==> config.mk <==
export PLATFORM = sky130hd
export DESIGN_NAME = keypad_emulator
export DESIGN_NICKNAME = d
export VERILOG_FILES = /design/src/rtl/keypad_pkg.sv /design/src/rtl/keypad_emu_timer.sv /design/src/rtl/keypad_emulator.sv
export SDC_FILE = /design/constraint.sdc
export NUM_CORES = 1
export LEC_CHECK = 0
export ABC_CLOCK_PERIOD_IN_PS = 5600
export CAP_MARGIN = 5
export CORE_MARGIN = 3
export CORE_UTILIZATION = 50
export DETAILED_ROUTE_END_ITERATION = 16
export PLACE_DENSITY = 0.84
export REMOVE_ABC_BUFFERS = 1
export SYNTH_ARGS = -nofsm -noshare
export SYNTH_HDL_FRONTEND = slang
export SYNTH_SLANG_ARGS = --single-unit
==> constraint.sdc <==
create_clock -name clock -period 5.6 [get_ports clock]
set_input_delay 1.4 -clock clock [delete_from_list [all_inputs] [get_ports clock]]
set_output_delay 1.4 -clock clock [all_outputs]
set_load 0.01 [all_outputs]
==> src/rtl/keypad_pkg.sv <==
// keypad_pkg: shared types and helpers for the 4x4 keypad emulator.
//   state_t          press-sequence states (bounce states only with
//                    KEYPAD_EMU_BOUNCE_EN defined)
//   KEY_ROW_* / KEY_COL_*  bit ranges of the 4-bit key code
//   KEY_IDLE_COL     column pattern with no contact (all released)
//   key_col_pattern  column returns for a key code, contact and row strobes
package keypad_pkg;

   typedef enum logic [2:0] {
      ST_IDLE,
`ifdef KEYPAD_EMU_BOUNCE_EN
      ST_BOUNCE_IN,
      ST_BOUNCE_OUT,
`endif
      ST_HOLD,
      ST_GAP
   } state_t;

   localparam int unsigned KEY_ROW_MSB = 3;
   localparam int unsigned KEY_ROW_LSB = 2;
   localparam int unsigned KEY_COL_MSB = 1;
   localparam int unsigned KEY_COL_LSB = 0;

   localparam logic [3:0] KEY_IDLE_COL = 4'b1111;

   // Only the pressed key's row is examined, so several low strobes at once
   // still return a single low column.
   function automatic logic [3:0] key_col_pattern(input logic [3:0] code,
                                                  input logic       contact,
                                                  input logic [3:0] key_row);
      logic [3:0] col;
      col = KEY_IDLE_COL;
      if (contact && !key_row[code[KEY_ROW_MSB:KEY_ROW_LSB]])
         col[code[KEY_COL_MSB:KEY_COL_LSB]] = 1'b0;
      return col;
   endfunction

endpackage

==> src/rtl/keypad_emu_timer.sv <==
// keypad_emu_timer: loadable down-counter shared by all timed states.
//   clock, reset  system clock, asynchronous active-high reset
//   load          load load_val this cycle (takes priority over counting)
//   load_val      initial count (N-1 for an N-cycle state)
//   zero          count has reached zero (state exits on this)
//   tick          (KEYPAD_EMU_BOUNCE_EN only) high every BOUNCE_PERIOD
//                 cycles after a load; drives the bounce toggling
module keypad_emu_timer #(
   parameter int unsigned CNT_W = 4
`ifdef KEYPAD_EMU_BOUNCE_EN
   ,
   parameter int unsigned BOUNCE_PERIOD = 4
`endif
) (
   input  logic             clock,
   input  logic             reset,
   input  logic             load,
   input  logic [CNT_W-1:0] load_val,
   output logic             zero
`ifdef KEYPAD_EMU_BOUNCE_EN
   ,
   output logic             tick
`endif
);

   logic [CNT_W-1:0] count_d, count_q;

   always_comb begin
      count_d = count_q;
      if (load)
         count_d = load_val;
      else if (count_q != '0)
         count_d = count_q - CNT_W'(1);
   end

   always_ff @(posedge clock or posedge reset) begin
      if (reset)
         count_q <= '0;
      else
         count_q <= count_d;
   end

   assign zero = (count_q == '0);

`ifdef KEYPAD_EMU_BOUNCE_EN
   localparam int unsigned PH_W = $clog2(BOUNCE_PERIOD) + 1;
   localparam logic [PH_W-1:0] PH_LAST = PH_W'(BOUNCE_PERIOD - 1);

   logic [PH_W-1:0] phase_d, phase_q;

   // Phase restarts on every load so each bounce window begins with a
   // full BOUNCE_PERIOD of its initial contact level.
   always_comb begin
      phase_d = phase_q - PH_W'(1);
      if (load || phase_q == '0)
         phase_d = PH_LAST;
   end

   always_ff @(posedge clock or posedge reset) begin
      if (reset)
         phase_q <= '0;
      else
         phase_q <= phase_d;
   end

   assign tick = (phase_q == '0);
`endif

endmodule

==> src/rtl/keypad_emulator.sv <==
// keypad_emulator: answers scanner row strobes with the column returns of a
// commanded key press (hold, release, guard gap).
//   clock, reset      system clock, asynchronous active-high reset
//   req_valid/ready   press request handshake, req_key = {row, col}
//   keyRow            scanner row strobes (active-low)
//   keyCol            registered column returns (active-low, idle 4'b1111)
//   busy              press sequence in progress
//   done              one-cycle pulse on the last GAP cycle
//   cur_key           key code of the active or last press
// Macro KEYPAD_EMU_BOUNCE_EN adds bounce windows before and after the hold.
module keypad_emulator
   import keypad_pkg::*;
#(
   parameter int unsigned HOLD_CYCLES   = 50000,
   parameter int unsigned GAP_CYCLES    = 50000,
   parameter int unsigned BOUNCE_CYCLES = 2000,
   parameter int unsigned BOUNCE_PERIOD = 4
) (
   input  logic       clock,
   input  logic       reset,
   input  logic       req_valid,
   input  logic [3:0] req_key,
   output logic       req_ready,
   input  logic [3:0] keyRow,
   output logic [3:0] keyCol,
   output logic       busy,
   output logic       done,
   output logic [3:0] cur_key
);

   localparam int unsigned MAX_HG = (HOLD_CYCLES > GAP_CYCLES) ? HOLD_CYCLES : GAP_CYCLES;
   localparam int unsigned MAX_CYCLES = (MAX_HG > BOUNCE_CYCLES) ? MAX_HG : BOUNCE_CYCLES;
   localparam int unsigned CNT_W = $clog2(MAX_CYCLES) + 1;

   localparam logic [CNT_W-1:0] HOLD_LOAD = CNT_W'(HOLD_CYCLES - 1);
   localparam logic [CNT_W-1:0] GAP_LOAD  = CNT_W'(GAP_CYCLES - 1);

   if (HOLD_CYCLES < 1 || GAP_CYCLES < 1 || BOUNCE_CYCLES < 1 || BOUNCE_PERIOD < 1) begin : g_bad_params
      $error("keypad_emulator: timing parameters must all be at least 1");
   end

   state_t     state_d, state_q;
   logic [3:0] cur_key_d, cur_key_q;
   logic       contact_d, contact_q;
   logic [3:0] keycol_d, keycol_q;
   logic             tmr_load;
   logic [CNT_W-1:0] tmr_load_val;
   logic             tmr_zero;

`ifdef KEYPAD_EMU_BOUNCE_EN
   localparam logic [CNT_W-1:0] BOUNCE_LOAD = CNT_W'(BOUNCE_CYCLES - 1);
   logic tmr_tick;

   keypad_emu_timer #(
      .CNT_W         (CNT_W),
      .BOUNCE_PERIOD (BOUNCE_PERIOD)
   ) u_timer (
      .clock    (clock),
      .reset    (reset),
      .load     (tmr_load),
      .load_val (tmr_load_val),
      .zero     (tmr_zero),
      .tick     (tmr_tick)
   );
`else
   keypad_emu_timer #(
      .CNT_W (CNT_W)
   ) u_timer (
      .clock    (clock),
      .reset    (reset),
      .load     (tmr_load),
      .load_val (tmr_load_val),
      .zero     (tmr_zero)
   );
`endif

   always_comb begin
      state_d      = state_q;
      cur_key_d    = cur_key_q;
      contact_d    = contact_q;
      tmr_load     = 1'b0;
      tmr_load_val = '0;
      req_ready    = 1'b0;
      done         = 1'b0;
      case (state_q)
         ST_IDLE: begin
            req_ready = 1'b1;
            if (req_valid) begin
               cur_key_d = req_key;
               contact_d = 1'b1;
               tmr_load  = 1'b1;
`ifdef KEYPAD_EMU_BOUNCE_EN
               state_d      = ST_BOUNCE_IN;
               tmr_load_val = BOUNCE_LOAD;
`else
               state_d      = ST_HOLD;
               tmr_load_val = HOLD_LOAD;
`endif
            end
         end
`ifdef KEYPAD_EMU_BOUNCE_EN
         ST_BOUNCE_IN: begin
            if (tmr_zero) begin
               state_d      = ST_HOLD;
               contact_d    = 1'b1;
               tmr_load     = 1'b1;
               tmr_load_val = HOLD_LOAD;
            end else if (tmr_tick) begin
               contact_d = ~contact_q;
            end
         end
         ST_BOUNCE_OUT: begin
            if (tmr_zero) begin
               state_d      = ST_GAP;
               contact_d    = 1'b0;
               tmr_load     = 1'b1;
               tmr_load_val = GAP_LOAD;
            end else if (tmr_tick) begin
               contact_d = ~contact_q;
            end
         end
`endif
         ST_HOLD: begin
            if (tmr_zero) begin
               contact_d = 1'b0;
               tmr_load  = 1'b1;
`ifdef KEYPAD_EMU_BOUNCE_EN
               state_d      = ST_BOUNCE_OUT;
               tmr_load_val = BOUNCE_LOAD;
`else
               state_d      = ST_GAP;
               tmr_load_val = GAP_LOAD;
`endif
            end
         end
         ST_GAP: begin
            if (tmr_zero) begin
               done    = 1'b1;
               state_d = ST_IDLE;
            end
         end
         default: begin
            state_d   = ST_IDLE;
            contact_d = 1'b0;
         end
      endcase
   end

   // Column returns are registered from the contact and strobes of the
   // current cycle, giving the one-cycle response latency.
   always_comb begin
      keycol_d = key_col_pattern(cur_key_q, contact_q, keyRow);
   end

   always_ff @(posedge clock or posedge reset) begin
      if (reset) begin
         state_q   <= ST_IDLE;
         cur_key_q <= 4'h0;
         contact_q <= 1'b0;
         keycol_q  <= KEY_IDLE_COL;
      end else begin
         state_q   <= state_d;
         cur_key_q <= cur_key_d;
         contact_q <= contact_d;
         keycol_q  <= keycol_d;
      end
   end

   assign keyCol  = keycol_q;
   assign cur_key = cur_key_q;
   assign busy    = (state_q != ST_IDLE);

endmodule

==> flow_summary.toml, run 1 <==
[min_path]
min_path_type = "flop to flop"

[die]
rows = 18
die_y_um = 59.06
dieArea_sq_mm = 0.003488
design.core.area_sq_mm = 0.002567
io_pins = 22
die_x_um = 59.06
start_util = 0.5482

[clock_tree]
cts_root_buffer = "clkbuf_4"
post-cts-setup-buffer-count = 0
clk_pin_slew_worst_paths_ns = 0.15
clkLatencyLatePin_ns = 0.32
postCtsResizedCells = 0
clock-sinks = 28
cts_buffer_depth = 2
cts-hold-fix-buffers = 0
cts_tree = "yes"
cts-buffers-inserted = 3
htree_levels = 1

[power]
internal_power_uw = 350.7
vdd_drop_max_mv = 0.2931
p_sw_frac = 0.3383
pwr-share-clk = 0.160
seq_power_share = 0.553
power_leakage_nw = 0.7010
comb_power_share = 0.287
p_sw_uw = 179.3
pwr_density_cell_mw_per_mm2 = 316.6

[synth]
synth_flop_cell = "dfrtp_1"
ys_seq_elements = 28
yosysTopAreaCell = "dfrtp_1"
yosysWarnings = 0
synth-async-reset-ratio = 1.000
yosysTopAreaCellShare = 0.4267
synthTopCellsByCount = "dfrtp_1, nand2_1, a21oi_1, nor2_1, o21ai_0"
ys_types = 39
synthTopCellsByArea = "dfrtp_1, dfstp_2, a21oi_1, mux2_2, nand2_1"
synth.avg_cell_area_sq_um = 10.66
syn_area_sq_mm = 0.001408
synth_edf_count = 0
yosysMostFrequentCell = "dfrtp_1"
netlist_instances = 132
synth_seq_area_share = 0.5013

[timing]
rsz0062_at_grt = "no"
worstMarginPinSlew_ns = 1.017
setup_viol = 0
fmax_ghz = 0.2314
slew_violations = 0
fin_crit_sh = 0.7718
setup-tns-final_ns = 0
hold_viol = 0
clock_skew_ns = 0.01063
fin_crit_ns = 4.322
slew_headroom = 0.3213
setup_ws_ns = 1.278

[critical_path]
required_ns = 4.20
crit_type = "flop to output port"
critPathArrivalTime_ns = 2.92
end_kind = "output port"
cp_num_buf_inv = 2
cp_top_family = "simple AND/OR/NAND/NOR gates"
crit_path_max_fanout = 13
slowest_stage = "clkdlybuf4s50_1"
critPathMaxStageDelay_ns = 0.58
crit_chain = "inv_1 > ha_1 > nor4b_2 > nand4_1 > nor3b_1 > clkdlybuf4s50_1"
critPathLaunchType = "flop"

[routing]
vias_per_cell = 6.038
drtAntennaViolNets = 0
drt_iter0_markers = 34
routed_wl_um = 2885
drc = 0
drt_first_pass_iters = 4
vias = 1117
wire_per_inst_um = 15.59

[finish]
area_growth_pct = 18.93
layout.cells.non_filler = 185
fin_nets = 169
drive_gt1_frac = 0.1290
antennaDiodeCount = 0

[global_routing]
grt_pass1_wl_um = 4698
grt.total_usage = 0.1783
grt_max_degree = 29
grt_pass1_vias = 1017
overflow = 0
antenna_found_initial = 0

[placement]
place_inst = 181
dp.final_hpwl_um = 2156
place_congestion = 0.8384
io_buffers = 21
dp_worst_setup_slack_ns = 1.655

[job]
cap_viol_max_count = 0

[run_status]
run_status = "completed"
metrics by stage:
| stage | total power [mW] | instance area, sq um | hold slack (ns) | util |
|---|---|---|---|---|
| 2_1_floorplan | 0.4008 | 1400 | 0.4615 | - |
| 3_3_place_gp | 0.4392 | 1648 | 0.4595 | 0.6418 |
| 3_5_place_dp | 0.4482 | 1648 | 0.4803 | 0.6418 |
| 4_1_cts | 0.5312 | 1674 | 0.5019 | 0.6520 |
| 5_1_grt | 0.5639 | 1674 | 0.5407 | 0.6520 |
| 6_report | 0.5300 | 1674 | 0.5038 | 0.6520 |
sequential cells by signal, indices dropped and copies added (netlist names):
register         count
state_q              2
keyCol               4
contact_q            1
u_timer.count_q     17
cur_key              4
kinds of logic after synthesis:
kind of cell	Yosys count	synth area share
and+or+nand+nor	60	0.2764
AOI/OAI and AO/OA	29	0.1307
muxes	6	0.05511
DFF	28	0.5013
buffers and inverters	7	0.01867
adders and majority gates	2	0.01777
metal layers:
metal / global-route usage / vias up / wire, um
li1: - / 534 / -
met1: 0.2195 / 563 / 1225
met2: 0.3107 / 16 / 1527
met3: 0.03050 / 4 / 103
met4: 0.06796 / 0 / 28
met5: 0 / - / 0
final cells by class:
cell class,count,area (sq um)
clock buffers,4,26.28
fillers,214,893.4
inverters,5,18.77
multi-input cells,97,675.6
flip-flops and latches,28,705.7
well taps,30,37.54
repair buffers,21,210.2
power groups by stage:
stage          Combinational [mW]  Clock (mW)  Sequential, mW
3_3_place_gp                0.147           0           0.292
6_report                    0.152      0.0849           0.293
2_1_floorplan               0.113           0           0.288
4_1_cts                     0.154      0.0860           0.291
5_1_grt                     0.169      0.0960           0.299
3_5_place_dp                0.153           0           0.295
final timing paths:
check / depth (start not counted) / slack [ns] / to / from
worst min register to register: 1 / 0.50 / keyCol[1] / cur_key[0]
max in group asynchronous: 2 / 3.38 / u_timer.count_q[15] / reset
worst min-delay path: 1 / 0.50 / keyCol[1] / cur_key[0]
min in group asynchronous: 2 / 1.59 / u_timer.count_q[13] / reset
worst max-delay path: 6 / 1.28 / done / u_timer.count_q[0]
worst max register to register: 6 / 3.12 / u_timer.count_q[14] / u_timer.count_q[0]
layout by cell type (no fill, tap or decap), types with 2 or more instances in the layout:
| cell | instances |
|---|---|
| ha_1 | 2 |
| nand4_1 | 2 |
| and2_1 | 3 |
| nand2_1 | 11 |
| nor2_1 | 9 |
| or4b_1 | 3 |
| mux2_2 | 4 |
| nand2b_1 | 3 |
| inv_1 | 5 |
| nand3_1 | 4 |
| clkdlybuf4s50_1 | 21 |
| a21oi_1 | 9 |
| a211o_1 | 4 |
| or4_1 | 3 |
| dfrtp_1 | 24 |
| o31ai_1 | 3 |
| nand3b_1 | 3 |
| o21ai_0 | 8 |
| dfstp_2 | 4 |
| nor3_1 | 4 |
| nor3b_1 | 2 |
| clkbuf_4 | 3 |
| or3_1 | 3 |
Note: power is estimated with default switching activity, not from simulation.
==> inputs of run 2 (changes only) <==
--- a/config.mk
+++ b/config.mk
@@ -5,12 +5,12 @@
 export SDC_FILE = /design/constraint.sdc
 export NUM_CORES = 1
 export LEC_CHECK = 0
-export ABC_CLOCK_PERIOD_IN_PS = 5600
+export ABC_CLOCK_PERIOD_IN_PS = 3450
 export CAP_MARGIN = 5
 export CORE_MARGIN = 3
-export CORE_UTILIZATION = 50
+export CORE_UTILIZATION = 47
 export DETAILED_ROUTE_END_ITERATION = 16
-export PLACE_DENSITY = 0.84
+export PLACE_DENSITY = 0.83
 export REMOVE_ABC_BUFFERS = 1
 export SYNTH_ARGS = -nofsm -noshare
 export SYNTH_HDL_FRONTEND = slang
==> constraint.sdc (replaced) <==
create_clock -name clock -period 3.45 [get_ports clock]
set_input_delay 0.8625 -clock clock [delete_from_list [all_inputs] [get_ports clock]]
set_output_delay 0.8625 -clock clock [all_outputs]
set_load 0.01 [all_outputs]
==> flow_summary.toml, run 2 (synthesis results as in run 1) <==
[run_status]
run_status = "completed"

[critical_path]
crit_chain = "nor4_1 > nand4_1 > nor3b_1 > clkdlybuf4s50_1"
rr_worst_depth = 5
end_kind = "output port"
required_ns = 2.59
critPathMaxStageDelay_ns = 0.59
critPathLaunchType = "flop"
r2r-start = "u_timer.count_q[6]"
slowest_stage = "nor4_1"
crit_path_max_fanout = 6
crit_type = "flop to output port"
startpoint = "u_timer.count_q[6]"
r2r_end = "u_timer.count_q[13]"
rrSetupSlack_ns = 1.29
critPathArrivalTime_ns = 2.39

[die]
dieArea_sq_mm = 0.003688
rows = 19
die_x_um = 60.73
io_pins = 22
die_y_um = 60.73
start_util = 0.5018
design.core.area_sq_mm = 0.002805

[power]
p_total_uw = 952.4
pwr_density_cell_mw_per_mm2 = 549.6
vdd_drop_max_mv = 0.4674
power_leakage_nw = 0.7308

[timing]
fin_crit_ns = 3.253
rsz0062_at_grt = "no"
setup-tns-final_ns = 0
slew_headroom = 0.3317
setup_viol = 0
hold_viol = 0
clock_skew_ns = 0.01494
fmax_ghz = 0.3074
slew_violations = 0
worstMarginPinSlew_ns = 1.001
fin_crit_sh = 0.9430

[clock_tree]
cts-buffers-inserted = 3
clk_pin_slew_worst_paths_ns = 0.16
htree_levels = 1
cts-hold-fix-buffers = 0
cts_tree = "yes"
clock-sinks = 28
clkLatencyLatePin_ns = 0.34
cts_buffer_depth = 2
cts_root_buffer = "clkbuf_4"
post-cts-setup-buffer-count = 0
postCtsResizedCells = 0

[global_routing]
antenna_found_initial = 0
grt_pass1_wl_um = 4733
grt_max_degree = 28
overflow = 0
grt_pass1_vias = 1078
grt.total_usage = 0.1707

[routing]
routed_wl_um = 2905
wire_per_inst_um = 15.37
drt_iter0_markers = 26
vias_per_cell = 6.063
drt_first_pass_iters = 4
drtAntennaViolNets = 0
drc = 0
vias = 1146

[min_path]
min-delay-start = "cur_key[1]"
hold_end = "keyCol[2]"
min_path_type = "flop to flop"
whs_path_depth = 1

[finish]
drive_gt1_frac = 0.1519
top_register = "u_timer.count_q"
largest_reg_flops = 17
fin_nets = 172
layout_common_cells = "dfrtp_1, clkdlybuf4s50_1, nand2_1"
area_growth_pct = 23.11
num-fill-cells = 235
final_common_cell = "dfrtp_1"
antennaDiodeCount = 0

[placement]
io_buffers = 21
dp.final_hpwl_um = 2103
place_congestion = 0.8589

[job]
cap_viol_max_count = 0
## run 2: changes by cell type in the layout (fill, tap and decap cells not counted), sizes merged
cell    delta
clkbuf     -1
buf        +3
bufinv     +1
## run 2: layout make-up
cell class / instances / area (sq um) / share of cell area
inverter: 5 / 18.77 / 0.01083
tap: 31 / 38.79 / 0.02238
timing repair buffer: 24 / 232.7 / 0.1343
clock inverter: 1 / 30.03 / 0.01733
multi-input combinational: 97 / 684.4 / 0.3949
clock buffer: 3 / 22.52 / 0.01300
sequential: 28 / 705.7 / 0.4072
## run 2: report_power, final
| group | switching, mW | internal, mW | total [mW] |
|---|---|---|---|
| sequential | 0.0810 | 0.395 | 0.476 |
| combinational | 0.125 | 0.137 | 0.261 |
| clock | 0.0974 | 0.118 | 0.215 |
| total | 0.303 | 0.650 | 0.952 |
## run 2: worst max path at each step
| stage | slack (ns) | to | cells after the start |
|---|---|---|---|
| 2_1_floorplan | 0.83 | done | 5 |
| 3_3_place_gp | 0.63 | done | 6 |
| 3_5_place_dp | 0.57 | done | 6 |
| 4_1_cts | 0.15 | done | 6 |
| 5_1_grt | 0.13 | done | 6 |
| 6_report | 0.20 | done | 4 |
## run 2: per-stage QoR
step | cells | utilization | worst slack (ns) | hold WS, ns | instance area, sq um
final | 189 | 0.6178 | 0.1966 | 0.4982 | 1733
after global routing | 189 | 0.6178 | 0.1308 | 0.5262 | 1733
after CTS | 189 | 0.6146 | 0.1502 | 0.4991 | 1724
after detailed placement | 185 | 0.5959 | 0.5730 | 0.4848 | 1672
after global placement | 185 | 0.5959 | 0.6254 | 0.4762 | 1672
after floorplan | 130 | - | 0.8297 | 0.4615 | 1400
## run 2: metal layers
| layer | up-vias | share of wire | global-route usage |
|---|---|---|---|
| met5 | - | 0 | 0 |
| met4 | 0 | 0.018 | 0.05263 |
| met3 | 6 | 0.059 | 0.04255 |
| met2 | 35 | 0.50 | 0.3115 |
| met1 | 561 | 0.42 | 0.1954 |
| li1 | 544 | - | - |
## run 2: worst max-delay path, delay by kind of cell (launching register included)
family / cells / cell delay, ns
simple gates: 3 / 1.05
flops: 1 / 0.46
buf+inv: 1 / 0.56
==> variant 1 (config.mk and constraints of run 2) <==
Register the input `req_key` before use, without a reset. The logic sees it one clock later. The other inputs are not delayed to match.
--- a/src/rtl/keypad_emulator.sv
+++ b/src/rtl/keypad_emulator.sv
@@ -35,4 +35,10 @@
    localparam logic [CNT_W-1:0] HOLD_LOAD = CNT_W'(HOLD_CYCLES - 1);
    localparam logic [CNT_W-1:0] GAP_LOAD  = CNT_W'(GAP_CYCLES - 1);
+
+   logic [3:0] req_key_q;
+
+   always_ff @(posedge clock) begin
+      req_key_q <= req_key;
+   end
 
    if (HOLD_CYCLES < 1 || GAP_CYCLES < 1 || BOUNCE_CYCLES < 1 || BOUNCE_PERIOD < 1) begin : g_bad_params
@@ -87,5 +93,5 @@
             req_ready = 1'b1;
             if (req_valid) begin
-               cur_key_d = req_key;
+               cur_key_d = req_key_q;
                contact_d = 1'b1;
                tmr_load  = 1'b1;
Behaviour: not the same (a bounded check fails within 4 cycles, from zero or initial values and one cycle with reset high).
==> variant 1 against run 2 <==
  * Worst hold slack got worse by 0.018 ns
  * Wire length increased by 24%
  * Power increased by 15%
  * Non-clock buffer count decreased by 1
  * Synthesized area increased by 10%
  * Sequential cell count increased by 4
  * Critical path depth unchanged
  * Final area increased by 8.4%
  * Highest routed layer unchanged
  * Global-route usage increased by 2.5 points
  * Setup slack improved by 0.045 ns
==> variant 1: results (changes against run 2) <==
Power and ir drop
  – VDD IR-drop max: 0.0003102 V (-34%)
  – Lkg Pwr: 0.7438 nW (+1.8%)
  – Switch Pwr: 0.0003778 W (+25%)

GRT
  – Met1 Usage GRT: 24.45% (+4.9 points)
  – Met3 Resource Use GR: 4.100% (-0.16 points)
  – Met2 Use GR: 31.03% (-0.12 points)
  – Total GRT Usage: 19.61% (+2.5 points)
  – Largest net degree at the start of global routing: 27 (-3.6%)
  – Initial antenna violation count: 0 (unchanged)
  – First-pass GRT wire length: 6.127 mm (+29%)

Synth
  – Cell variety after synth: 40 (+2.6%)
  – Post-synth ARST share: 87.50% (-13 points)
  – Synth area leaders: dfrtp_1, dfstp_2, dfxtp_1
  – Seq/Total Area, Yosys: 50.69% (+0.55 points)
  – Post-synth top cells: dfrtp_1, nand2_1, nand3_1, nor2_1
  – Avg Inst Size Synth: 10.20 um2 (-4.4%)
  – Warnings from Yosys: 0 (unchanged)

Drt
  – Number of routed nets with antenna violations: 0 (unchanged)
  – Vias post-DR: 1,337 (+17%)
  – 1st-iter DRT viols: 53 (+100%)
  – Metal2 WL: 1.824 mm (+24%)
  – Routed length per placed instance: 16.16 um (+5.1%)
  – Routed WL: 3.604 mm (+24%)
  – Met1 wire length: 1.439 mm (+18%)
  – Met3 WL: 220 um (+29%)

Setup path
  – Launching point of the worst reg2reg path: u_timer.count_q[11]
  – CP max stage delay: 0.61 ns (+0.02 ns)
  – First element of the critical path: u_timer.count_q[11]
  – Worst Path Max Fanout: 7 (+1)
  – CP arrival: 2.35 ns (-0.04 ns)

Hold path
  – Hold WC Path Type: reg -> reg
  – Hold_sp: req_key_q[2]

Clocking
  – Worst-path clk slew: 0.11 ns (-0.05 ns)
  – Clk buf depth: 2 (unchanged)
  – H-tree levels: 2 (+1)
  – Clock root buffer: clkbuf_4
  – Post_cts resized: 0 (unchanged)
  – TritonCTS Buffers: 5 (+2)

Final layout
  – Top reg by flops: u_timer.count_q
  – NumNets Final: 191 (+11%)
  – Filler cell count: 265 (+13%)
  – Layout cells sized above 1: 14.53% (-0.66 points)

Placed design
  – Place WS: 0.6723 ns (+0.09935 ns)
  – Routability Congestion: 0.8736 (+1.7%)
  – DP Area: 1799 um2 (+7.6%)
  – Hpwl dp: 2.573 mm (+22%)
  – Buffers on Ports: 21 (unchanged)
  – Cells after DPL: 215 (+16%)

Outcome
  – Outcome: finished clean

STA
  – Worst slew pin tran: 0.9786 ns (-0.02282 ns)
  – Setup Viol. Count Final: 0 (unchanged)
  – Fin Clk Skew: 0.006947 ns (-0.007991 ns)
## variant 1: cell types whose count changed after synthesis, sizes merged, moves of 2 or more
cell	change
o31ai	+2
o21ai	-3
or4	+6
nand2	+3
nand3	+9
buf	+3
a211o	-4
a21o	+2
dfxtp	+4
nor3	-2
o41ai	+2
nor4	+2
nor2	+4
and2	-3
## variant 1: path summary, 6_finish.rpt
check,slack (ns),cells past startpoint,to
worst max-delay path,0.24,4,done
worst min-delay path,0.48,1,cur_key[2]
worst max register to register,1.13,4,u_timer.count_q[13]
worst min register to register,0.48,1,cur_key[2]
max in group asynchronous,1.71,3,keyCol[1]
min in group asynchronous,1.04,2,contact_q
## variant 1: power groups by stage
stage | sequential (W) | combinational [W] | clock, W
floorplan | 0.000522 | 0.000180 | 0
global placement | 0.000536 | 0.000241 | 0
detailed placement | 0.000549 | 0.000256 | 0
CTS | 0.000543 | 0.000257 | 0.000293
global route | 0.000556 | 0.000292 | 0.000311
finish | 0.000550 | 0.000258 | 0.000288
## variant 1: layout make-up
| class | instances | area [um2] | area share [%] |
|---|---|---|---|
| sequential | 32 | 785.8 | 41.81 |
| clock buffer | 5 | 37.54 | 1.997 |
| timing repair buffer | 23 | 225.2 | 11.98 |
| multi-input combinational | 110 | 710.7 | 37.82 |
| clock inverter | 3 | 42.54 | 2.264 |
| tap | 44 | 55.05 | 2.929 |
| inverter | 6 | 22.52 | 1.198 |
## variant 1: cell families after synthesis
| kind of cell | share of synthesized area, % |
|---|---|
| fa+ha+maj | 1.614 |
| buf+inv | 3.470 |
| flops | 50.69 |
| compound gates | 13.40 |
| mux | 4.358 |
| simple gates | 26.47 |
==> variant 2 (settings of run 2) <==
Without the edit above. The parameter `HOLD_CYCLES` goes from 50000 to 200000.
--- a/src/rtl/keypad_emulator.sv
+++ b/src/rtl/keypad_emulator.sv
@@ -12,5 +12,5 @@
    import keypad_pkg::*;
 #(
-   parameter int unsigned HOLD_CYCLES   = 50000,
+   parameter int unsigned HOLD_CYCLES   = 200000,
    parameter int unsigned GAP_CYCLES    = 50000,
    parameter int unsigned BOUNCE_CYCLES = 2000,
Behaviour: no difference found for any inputs over 10 cycles, from zero or initial values and one cycle with reset high; that may be too few to reach the edited logic, so the function may still have changed.
==> variant 2 against run 2 <==
  * Critical path depth grew 1
  * Register-to-register slack lost 0.17 ns
  * Synthesized area grew 12%
  * Fmax grew 2.1%
  * Combinational power shrank 19%
  * Sequential cell count grew 2
  * First-iteration DRC count grew to 2.8 times the old value
  * Power shrank 2.4%
  * Clock skew shrank 0.0036 ns
  * Via count grew 12%
  * Wire length grew 17%
  * Setup slack gained 0.068 ns
  * Critical path type unchanged
  * Final area grew 8.0%
  * Die area grew 10%
==> variant 2: results (changes against run 2) <==
Setup path
  – R2r setup slk: 1.12 ns (-0.17 ns)
  – Launching point of the worst reg2reg path: u_timer.count_q[0]
  – Worst r2r dst: u_timer.count_q[6]
  – Worst Path Max Fanout: 10 (+4)
  – CP arrival: 2.32 ns (-0.07 ns)
  – Reg2Reg Depth: 7 (+2)

STA
  – Headroom to the max-slew limit: 33.84% (+0.68 points)
  – Fin Clk Skew: 0.01130 ns (-0.003638 ns)

Drt
  – Met3 WL: 138 um (-19%)
  – 1st-iter DRT viols: 73 (+180%)
  – Met1 wire length: 1.403 mm (+15%)
  – Metal2 WL: 1.766 mm (+20%)
  – Routed WL: 3.400 mm (+17%)

Placed design
  – Hpwl dp: 2.495 mm (+19%)
  – Place WS: 0.6480 ns (+0.07503 ns)
  – Routability Congestion: 0.8405 (-2.1%)

Final layout
  – NumNets Final: 200 (+16%)
  – Layout cells sized above 1: 11.70% (-3.5 points)
  – Largest register FFs: 19 (+2)

Synth
  – Post-Synth Adder-Cell Area: 1.592% (-0.19 points)
  – Post-synth top cells: dfrtp_1, nand2_1, nor2_1
  – Mux cell area share after synthesis: 2.070% (-3.4 points)
  – Seq/Total Area, Yosys: 48.09% (-2.0 points)
  – Synth Area in Compound Gates: 10.83% (-2.2 points)
  – Cell variety after synth: 42 (+7.7%)
  – Synth area leaders: dfrtp_1, dfstp_2, nand2_1
  – Xor/xnor share of the synthesized area: 2.787% (+2.8 points)

Clocking
  – Worst-path clk slew: 0.10 ns (-0.06 ns)
  – Clk buf depth: 2 (unchanged)
  – TritonCTS Buffers: 5 (+2)
  – H-tree levels: 2 (+1)

GRT
  – Met3 Resource Use GR: 3.339% (-0.92 points)
  – First-pass GRT wire length: 5.678 mm (+20%)
  – Total GRT Usage: 18.05% (+0.99 points)
  – Vias in the first global route: 1,259 (+17%)

Power and ir drop
  – VDD IR-drop max: 0.0002609 V (-44%)
  – Lkg Pwr: 0.7175 nW (-1.8%)

Outcome
  – Outcome: finished clean
## variant 2: worst max-delay path by stage
stage / start / endpoint / slack (ns)
finish: u_timer.count_q[6] / done / 0.26
global route: u_timer.count_q[0] / done / 0.12
CTS: u_timer.count_q[6] / done / 0.27
detailed placement: u_timer.count_q[6] / done / 0.65
global placement: u_timer.count_q[6] / done / 0.69
floorplan: u_timer.count_q[6] / done / 1.22
## variant 2: cell families after synthesis
kind of cell               after synthesis
xor gates and xnor gates                 5
AOI/OAI and AO/OA                       27
adders and majority gates                2
buffers and inverters                   13
muxes                                    2
and+or+nand+nor                         85
DFF                                     30
## variant 2: power by group
part	switching [W]	leakage [nW]	total, W	internal [W]
combinational	0.000103	0.347	0.000211	0.000108
clock	0.000126	0.0343	0.000224	0.0000978
sequential	0.0000781	0.337	0.000495	0.000417
## variant 2: metrics by stage
| stage | cells | hold WS, ns | cell area (um2) |
|---|---|---|---|
| floorplan | 157 | 0.4674 | 1528 |
| global placement | 224 | 0.4646 | 1808 |
| detailed placement | 224 | 0.4786 | 1808 |
| CTS | 232 | 0.4939 | 1872 |
| global route | 232 | 0.5278 | 1872 |
| finish | 232 | 0.4972 | 1872 |
## variant 2: layout make-up
class	count	area, um2
fillers	275	1256
flip-flops and latches	30	755.7
multi-input cells	121	749.5
repair buffers	23	225.2
well taps	44	55.05
clock buffers	6	51.30
inverters	6	22.52
clock inverters	2	12.51
## variant 2: worst max-delay path, cell delays in order (launching register included)
cell	delay, ns
dfrtp_1	0.44
nor4_2	0.31
and3b_1	0.42
nand4_1	0.14
nor2_1	0.13
clkdlybuf4s50_1	0.54
